[src/rtl/cam_crop_xy_gen.sv]
// rtl/cam_crop_xy_gen.sv - sensor stream to cropped x/y pixel stream for the scaler
//
// Purpose: locks to sensor frame-valid edges, counts raw columns/lines, keeps
// the X_START/Y_START window of X_TOTAL x Y_TOTAL pixels and emits them with
// explicit coordinates one cycle after the input sample. Short lines and
// short frames are flagged with one-cycle pulses.
//
// Ports:
//   in_pclk, in_arstn                 pixel clock, synchronous active-low reset
//   in_frame_valid, in_line_valid     sensor framing
//   in_data_valid, in_data            sensor pixel qualifier and data
//   in_pattern_sel                    test pattern select (CAM_CROP_TEST_PATTERN_EN only)
//   out_x, out_y, out_valid, out_data cropped pixel with coordinates
//   out_frame_start, out_frame_end    frame markers
//   err_line_short, err_frame_short   malformed line/frame pulses
//
// Optional feature macro: CAM_CROP_TEST_PATTERN_EN adds in_pattern_sel, which
// replaces out_data with (out_x ^ out_y) sized to P_DEPTH.

module cam_crop_xy_gen #(
   parameter int P_DEPTH = 10,
   parameter int X_START = 0,
   parameter int Y_START = 0,
   parameter int X_TOTAL = 1280,
   parameter int Y_TOTAL = 720
) (
   input  logic               in_pclk,
   input  logic               in_arstn,
   input  logic               in_frame_valid,
   input  logic               in_line_valid,
   input  logic               in_data_valid,
   input  logic [P_DEPTH-1:0] in_data,
`ifdef CAM_CROP_TEST_PATTERN_EN
   input  logic               in_pattern_sel,
`endif
   output logic [10:0]        out_x,
   output logic [10:0]        out_y,
   output logic               out_valid,
   output logic [P_DEPTH-1:0] out_data,
   output logic               out_frame_start,
   output logic               out_frame_end,
   output logic               err_line_short,
   output logic               err_frame_short
);

   // 12-bit window bounds so that a window ending at 2048 does not wrap
   localparam logic [11:0] XS = 12'(X_START);
   localparam logic [11:0] XE = 12'(X_START + X_TOTAL);
   localparam logic [11:0] YS = 12'(Y_START);
   localparam logic [11:0] YE = 12'(Y_START + Y_TOTAL);

   typedef enum logic [2:0] {
      S_UNLOCKED,
      S_WAIT_LINE,
      S_IN_LINE,
      S_FRAME_END,
      S_WAIT_FV
   } state_t;

   state_t state, state_nxt;

   logic               fv_q, lv_q;
   logic [10:0]        cx, cy;
   logic [10:0]        col;
   logic               fv_rise, line_start, in_line, line_end;
   logic               win_y, keep, short_line;
   logic [10:0]        x_nxt, y_nxt;
   logic [P_DEPTH-1:0] data_nxt;

   // State register
   always_ff @(posedge in_pclk) begin
      if (!in_arstn) state <= S_UNLOCKED;
      else           state <= state_nxt;
   end

   // Next-state logic
   always_comb begin
      state_nxt = state;
      case (state)
         S_UNLOCKED:  if (fv_rise) state_nxt = S_WAIT_LINE;
         S_WAIT_LINE: begin
            if (!in_frame_valid) state_nxt = S_FRAME_END;
            else if (line_start) state_nxt = S_IN_LINE;
         end
         // A frame-valid fall mid-line closes the line first, frame end follows
         S_IN_LINE:   if (line_end) state_nxt = in_frame_valid ? S_WAIT_LINE : S_FRAME_END;
         S_FRAME_END: state_nxt = S_WAIT_FV;
         S_WAIT_FV:   if (fv_rise) state_nxt = S_WAIT_LINE;
         default:     state_nxt = S_UNLOCKED;
      endcase
   end

   // Output logic: frame-level pulses are decoded straight from the state
   always_comb begin
      out_frame_end   = (state == S_FRAME_END);
      err_frame_short = (state == S_FRAME_END) && ({1'b0, cy} < YE);
   end

   // Pixel path decode. The first pixel of a line arrives on the same cycle
   // as the line-valid rise, so it is taken at column 0 from WAIT_LINE.
   always_comb begin
      fv_rise    = in_frame_valid && !fv_q;
      col        = (state == S_IN_LINE) ? cx : 11'd0;
      line_start = (state == S_WAIT_LINE) && in_frame_valid && in_line_valid && !lv_q;
      in_line    = (state == S_IN_LINE) && in_frame_valid && in_line_valid;
      line_end   = (state == S_IN_LINE) && !(in_frame_valid && in_line_valid);
      win_y      = ({1'b0, cy} >= YS) && ({1'b0, cy} < YE);
      keep       = (line_start || in_line) && in_data_valid && win_y &&
                   ({1'b0, col} >= XS) && ({1'b0, col} < XE);
      short_line = line_end && win_y && ({1'b0, cx} < XE);
      x_nxt      = col - XS[10:0];
      y_nxt      = cy - YS[10:0];
`ifdef CAM_CROP_TEST_PATTERN_EN
      data_nxt   = in_pattern_sel ? P_DEPTH'({{P_DEPTH{1'b0}}, x_nxt ^ y_nxt}) : in_data;
`else
      data_nxt   = in_data;
`endif
   end

   // Counters and registered pixel outputs. fv_q resets high so that a reset
   // released inside a frame does not see a false rising edge.
   always_ff @(posedge in_pclk) begin
      if (!in_arstn) begin
         fv_q            <= 1'b1;
         lv_q            <= 1'b0;
         cx              <= '0;
         cy              <= '0;
         out_x           <= '0;
         out_y           <= '0;
         out_valid       <= 1'b0;
         out_data        <= '0;
         out_frame_start <= 1'b0;
         err_line_short  <= 1'b0;
      end else begin
         fv_q            <= in_frame_valid;
         lv_q            <= in_line_valid;
         out_valid       <= keep;
         out_frame_start <= keep && ({1'b0, col} == XS) && ({1'b0, cy} == YS);
         err_line_short  <= short_line;
         if (keep) begin
            out_x    <= x_nxt;
            out_y    <= y_nxt;
            out_data <= data_nxt;
         end
         if (line_start)
            cx <= in_data_valid ? 11'd1 : 11'd0;
         else if (in_line && in_data_valid && cx != 11'h7FF)
            cx <= cx + 11'd1;
         if (line_end && cy != 11'h7FF)
            cy <= cy + 11'd1;
         else if (state == S_FRAME_END)
            cy <= '0;
      end
   end

endmodule

[config.mk]
export PLATFORM = sky130hd
export DESIGN_NAME = cam_crop_xy_gen
export DESIGN_NICKNAME = d
export VERILOG_FILES = /design/src/rtl/cam_crop_xy_gen.sv
export SDC_FILE = /design/constraint.sdc
export NUM_CORES = 1
export LEC_CHECK = 0
export BUFFER_PORTS_ARGS = -buffer_cell sky130_fd_sc_hd__buf_2
export CAP_MARGIN = 25
export CELL_PAD_IN_SITES_DETAIL_PLACEMENT = 0
export CELL_PAD_IN_SITES_GLOBAL_PLACEMENT = 1
export CORE_UTILIZATION = 42
export CTS_CLUSTER_SIZE = 30
export DETAILED_ROUTE_END_ITERATION = 6
export GPL_ROUTABILITY_DRIVEN = 0
export PLACE_DENSITY = 0.77
export SLEW_MARGIN = 5
export SYNTH_ARGS = -nofsm -noshare
export SYNTH_HDL_FRONTEND = slang
export SYNTH_SLANG_ARGS = --single-unit
[constraint.sdc]
create_clock -name in_pclk -period 2.05 [get_ports in_pclk]
set_input_delay 0 -clock in_pclk [delete_from_list [all_inputs] [get_ports in_pclk]]
set_output_delay 0 -clock in_pclk [all_outputs]
set_load 0.03 [all_outputs]
==> flow_summary.toml, run 1 <==
[timing]
rsz0062_at_grt = "false"
setup_violations = 0
fin_skew_ns = 0.00779
timing_hold_violations_final = 0
tns_ns = 0
fin_hold_ws_ns = 0.0154
setup_ws_ns = 0.152
fmax_mhz = 527
drv_slew = 0
min_period_ns = 1.90
slew_headroom = 0.629
period_share = 0.926
tightestPinTransition_ns = 0.552

[synthesis]
synth_top_family_by_area = "simple AND/OR/NAND/NOR gates"
yosys.area_share.adder = 0.0125
syn_nets = 363
syn_inst = 345
synthMuxAreaShare = 0.100
yosys.area_share.simple = 0.281
synth_top_area_share = 0.414
avgSynthCellArea_um2 = 8.70
synth-edff-count = 0
netlist_area_um2 = 3000
ys.flop_type = "dfxtp_1"
synth.most_common_cell = "nand2_1"
yosysWarnings = 0
synth-compound-area-share = 0.140
ys_top_cells_by_count = "nand2_1 (76), dfxtp_1 (62), mux2i_1 (30)"
ys_ff_latch = 62
async_flop_share = 0
synth_top_area_cell = "dfxtp_1"
synth_area_leaders = "dfxtp_1 (41%), mux2i_1 (10%), nand2_1 (9.5%)"
ys_seq_area_frac = 0.414
synthXorXnorAreaFrac = 0
ys_types = 54

[clocking]
cts_num_sinks = 62
postCtsHoldBufs = 13
cts_tree = "built"
htree_levels = 3
cts_resized = 0
insertion_delay_ns = 0.34
cts_buffers = 9
cts_setup_buffers = 0
clk_root_buffer_cell = "clkbuf_8"
cts.reportedPaths.clkPinSlew_ns = 0.07
max-clock-path-buffers = 2

[routing]
totalWireLength_um = 7180
first_pass_iters = 4
ant_nets = 0
drtIter0Drc = 158
vias_per_cell = 5.26
via_count = 2705
wl_per_cell_um = 14.0
drc = 0

[placement]
place_ws_ns = 0.181
dpl.hpwl_um = 4800
portBuffers = 51
dpl.cell_count = 485

[floorplan]
die_h_um = 86.5
std_cell_rows = 30
io_pins = 52
dieArea_um2 = 7490
core_um2 = 6830
dieWidth_um = 86.5
initial_core_util = 0.439

[layout]
finalNonFillerCells = 514
antenna_cells = 0
drive_above_1_share = 0.222
fin_nets = 431
nFillCells = 661
syn_to_final_growth_pct = 25.3

[setup_path]
crit_path_max_incr_delay_ns = 0.64
ff2ff_setup_slack_ns = 0.15
crit_type = "flop to flop"
startpoint = "cy[1]$_SDFFE_PN0P_"
endpoint_kind = "flop"
rr_startpoint = "cy[1]$_SDFFE_PN0P_"
r2r_cells = 5
crit_slowest_cell = "or4_1"
crit_required_ns = 2.31
worstPathArrival_ns = 2.15
startpoint_type = "flop"
cp_max_fo = 8
path_cells = "ha_1, nand3_2, or4_1, and4_1, o32ai_2"
r2r_end = "cy[8]$_SDFFE_PN0P_"

[power]
power.leakage_nw = 1.46
p_total_mw = 2.73
ir_drop_uv = 304
p_per_area_nw_per_um2 = 725

[hold_path]
hold-path-cell-count = 3
min_to = "cx[0]$_SDFFE_PN0P_"
min_from = "in_data_valid"
hold_path.class = "primary input to flop"

[grt]
gr-usage-met2 = 0.300
grt_pass1_wl_um = 11900
track_usage = 0.203
grt_pass1_vias = 2497
grt_use_met3 = 0.0571
met1_usage = 0.285
antenna_found_initial = 0
grt_max_degree = 40
busiest_layer = "met2"
grt.overflow.total = 0

[outcome]
status = "complete, no violations"

[job]
maxCapViolCount = 0
[cell type report]
| cell class | count | area (µm²) | area share |
|---|---|---|---|
| Multi-Input combinational cell | 251 | 1600 | 0.425 |
| Sequential cell | 62 | 1240 | 0.330 |
| Timing Repair Buffer | 80 | 518 | 0.138 |
| Clock buffer | 13 | 159 | 0.0422 |
| Tap cell | 96 | 120 | 0.0319 |
| Clock inverter | 3 | 90.1 | 0.0239 |
| Inverter | 9 | 33.8 | 0.00898 |
[report_power, final]
part / switching [mW] / internal, mW
registers: 0.0137 / 1.22
clock network: 0.467 / 0.876
logic: 0.0902 / 0.0663
[flip-flops by register name, summed over array words and instances, names as in the netlist]
name             cells
out_data            10
out_x               11
state                3
out_valid            1
cx                  11
out_y               11
cy                  11
out_frame_start      1
fv_q                 1
lv_q                 1
err_line_short       1
[critical path, delay by kind of cell, from the launching register on]
family	cells	cell delay, ns
compound gates	1	0.10
fa+ha+maj	1	0.27
flops	1	0.44
simple gates	3	0.99
[worst max-delay path by stage]
stage                               endpoint  slack (ns)  depth (start not counted)
global placement          cy[8]$_SDFFE_PN0P_        0.22                          5
floorplan                 cy[8]$_SDFFE_PN0P_        0.23                          6
global route        out_data[5]$_SDFFE_PN0P_       0.008                          5
finish                    cy[8]$_SDFFE_PN0P_        0.15                          5
CTS                       cy[8]$_SDFFE_PN0P_        0.17                          5
detailed placement        cy[8]$_SDFFE_PN0P_        0.18                          5
[kinds of logic (layout without fill, tap and decap cells)]
group,after synthesis,count (layout)
muxes,30,30
AOI/OAI and AO/OA,61,61
buffers and inverters,32,105
adders and majority gates,3,3
and+or+nand+nor,157,157
DFF,62,62
[cell usage in the layout, fill, tap and decap left out, types with 4 or more instances in the layout]
cell,n
dfxtp_1,62
a31oi_1,6
o21ai_1,6
buf_4,15
mux2i_1,30
nor4_1,7
a21oi_1,12
clkbuf_8,11
nor3_1,6
nand3_1,10
dlygate4sd3_1,13
nor2_1,14
nand4_1,5
o21ai_0,8
and3_1,5
nor2b_1,4
inv_1,9
o31ai_1,4
nand2_1,76
o211ai_1,7
or4_1,4
buf_2,51
[metal layers]
metal / vias to the layer above / routed length [µm]
met1: 1231 / 3630
met3: 8 / 420
li1: 1382 / -
met2: 84 / 3070
met5: - / 0
met4: 0 / 62
[stage by stage]
step	utilization	area (µm²)
6_report	0.551	3760
5_1_grt	0.551	3760
4_1_cts	0.551	3760
3_5_place_dp	0.495	3380
3_3_place_gp	0.495	3380
2_1_floorplan	-	3000
Power figures use the tool's default switching activity.
==> inputs of run 2 (changes only) <==
--- a/config.mk
+++ b/config.mk
@@ -9,11 +9,12 @@
 export CAP_MARGIN = 25
 export CELL_PAD_IN_SITES_DETAIL_PLACEMENT = 0
 export CELL_PAD_IN_SITES_GLOBAL_PLACEMENT = 1
-export CORE_UTILIZATION = 42
+export CORE_UTILIZATION = 43
+export CTS_BUF_LIST = sky130_fd_sc_hd__clkbuf_8
 export CTS_CLUSTER_SIZE = 30
 export DETAILED_ROUTE_END_ITERATION = 6
 export GPL_ROUTABILITY_DRIVEN = 0
-export PLACE_DENSITY = 0.77
+export PLACE_DENSITY = 0.78
 export SLEW_MARGIN = 5
 export SYNTH_ARGS = -nofsm -noshare
 export SYNTH_HDL_FRONTEND = slang
==> run 2 against run 1 <==
Power down 4.3%. Cell count fell by 2.5%. Sequential power barely moved. Register-to-register slack about the same. Setup slack better by 0.0067 ns. Die area down 2.3%. First-iteration DRC count decreased by 24%. Largest power group is now registers.
==> flow_summary.toml, run 2 (synthesized netlist as in run 1, its figures left out) <==
[outcome]
status = "complete, no violations"

[power]
power.leakage_nw = 1.46
ir_drop_uv = 381
p_per_area_nw_per_um2 = 698
p_total_mw = 2.61

[routing]
vias_per_cell = 5.43
dr_wl_met3_um = 377
via_count = 2721
drt-met1-wl_um = 3520
drtIter0Drc = 120
wl_met2_um = 3230
first_pass_iters = 4
totalWireLength_um = 7200
ant_nets = 0
top_layer_used = "met4"
drc = 0
wl_per_cell_um = 14.4

[layout]
layout_common_cells = "nand2_1 (76), dfxtp_1 (61), buf_2 (51), mux2i_1 (30), buf_4 (19)"
fin_nets = 434
antenna_cells = 0
drive_above_1_share = 0.238
nFillCells = 639
syn_to_final_growth_pct = 24.8
finalNonFillerCells = 501
mostFrequentLayoutCell = "nand2_1"

[floorplan]
die_h_um = 85.6
initial_core_util = 0.444
std_cell_rows = 30
core_um2 = 6760
io_pins = 52
dieWidth_um = 85.6
dieArea_um2 = 7320

[setup_path]
path_cells = "ha_1, nand3_2, or4_1, and4_1, o32ai_2"
crit_path_max_incr_delay_ns = 0.65
cp_max_fo = 7
worstPathArrival_ns = 2.14
crit_required_ns = 2.30
crit_slowest_cell = "or4_1"
crit_type = "flop to flop"
startpoint_type = "flop"
endpoint_kind = "flop"

[timing]
drv_slew = 0
min_period_ns = 1.89
fin_skew_ns = 0.0139
tns_ns = 0
rsz0062_at_grt = "false"
period_share = 0.923
slew_headroom = 0.654
timing_hold_violations_final = 0
setup_violations = 0
tightestPinTransition_ns = 0.514
fmax_mhz = 529

[clocking]
cts_tree = "built"
clk_root_buffer_cell = "clkbuf_8"
cts_buffers = 9
cts.reportedPaths.clkPinSlew_ns = 0.07
max-clock-path-buffers = 2
cts_num_sinks = 62
htree_levels = 3
insertion_delay_ns = 0.34

[hold_path]
hold_path.class = "primary input to flop"

[grt]
track_usage = 0.210
grt_max_degree = 36
grt.overflow.total = 0
antenna_found_initial = 0
grt_pass1_vias = 2588
grt_pass1_wl_um = 12100

[placement]
dpl.hpwl_um = 4890
dpl.cell_count = 473
portBuffers = 51

[job]
maxCapViolCount = 0
-- run 2: cell count changes in the layout (fill, tap and decap cells not counted) --
cell,change
buf_4,+4
clkbuf_1,-2
clkinvlp_4,+2
bufinv_16,-1
clkbuf_8,-1
clkinv_4,+1
dfxtp_1,-1
dfxtp_2,+1
dlygate4sd3_1,-1
inv_6,+1
-- run 2: report_power, final --
group | switching, mW | internal [mW]
Sequential | 0.0132 | 1.21
Combinational | 0.0886 | 0.0650
Clock | 0.507 | 0.723
Total | 0.609 | 2.00
-- run 2: metal layers --
| metal | vias up | track usage |
|---|---|---|
| li1 | 1384 | - |
| met2 | 75 | 0.339 |
| met5 | - | 0 |
| met3 | 8 | 0.0539 |
| met1 | 1254 | 0.272 |
| met4 | 0 | 0.0727 |
-- run 2: worst max-delay path: cells and delay by family, from the launching register on --
family                   cells  cell delay, ns
AND/OR/NAND/NOR              3            1.02
flip-flops                   1            0.43
adder cells (fa/ha/maj)      1            0.26
AO/OA/AOI/OAI                1            0.10
-- run 2: final timing paths --
check / start / to / slack, ns / cells after the start
worst max register to register: cy[0]$_SDFFE_PN0P_ / cy[8]$_SDFFE_PN0P_ / 0.16 / 5
worst min-delay path: in_data_valid / cx[0]$_SDFFE_PN0P_ / 0.02 / 3
worst max-delay path: cy[0]$_SDFFE_PN0P_ / cy[8]$_SDFFE_PN0P_ / 0.16 / 5
worst min register to register: out_y[10]$_SDFFE_PN0P_ / out_y[10]$_SDFFE_PN0P_ / 0.43 / 2
-- run 2: timing repair --
item                                    4_1_cts  5_1_grt
setup buffers                                 0        0
endpoints found under the hold margin        12        0
endpoints found under the setup margin        0       13
gates resized for setup                       0        1
hold buffers                                 12        0
-- run 2: final cells by class --
type,instances,area [µm²],area share
inverters,9,33.8,0.00902
repair buffers,83,538,0.144
clock inverters,6,92.6,0.0247
well taps,80,100,0.0267
flip-flops and latches,62,1240,0.332
clock buffers,10,138,0.0368
multi-input cells,251,1600,0.427
-- run 2: per-stage QoR --
stage                util  instance area [µm²]  hold WS (ns)  setup slack (ns)
floorplan               -                 3000         0.130             0.231
global placement    0.502                 3390         0.249             0.236
detailed placement  0.502                 3390         0.257             0.172
CTS                 0.554                 3740        0.0105             0.170
global route        0.554                 3740        0.0399            0.0101
finish              0.554                 3740        0.0201             0.158
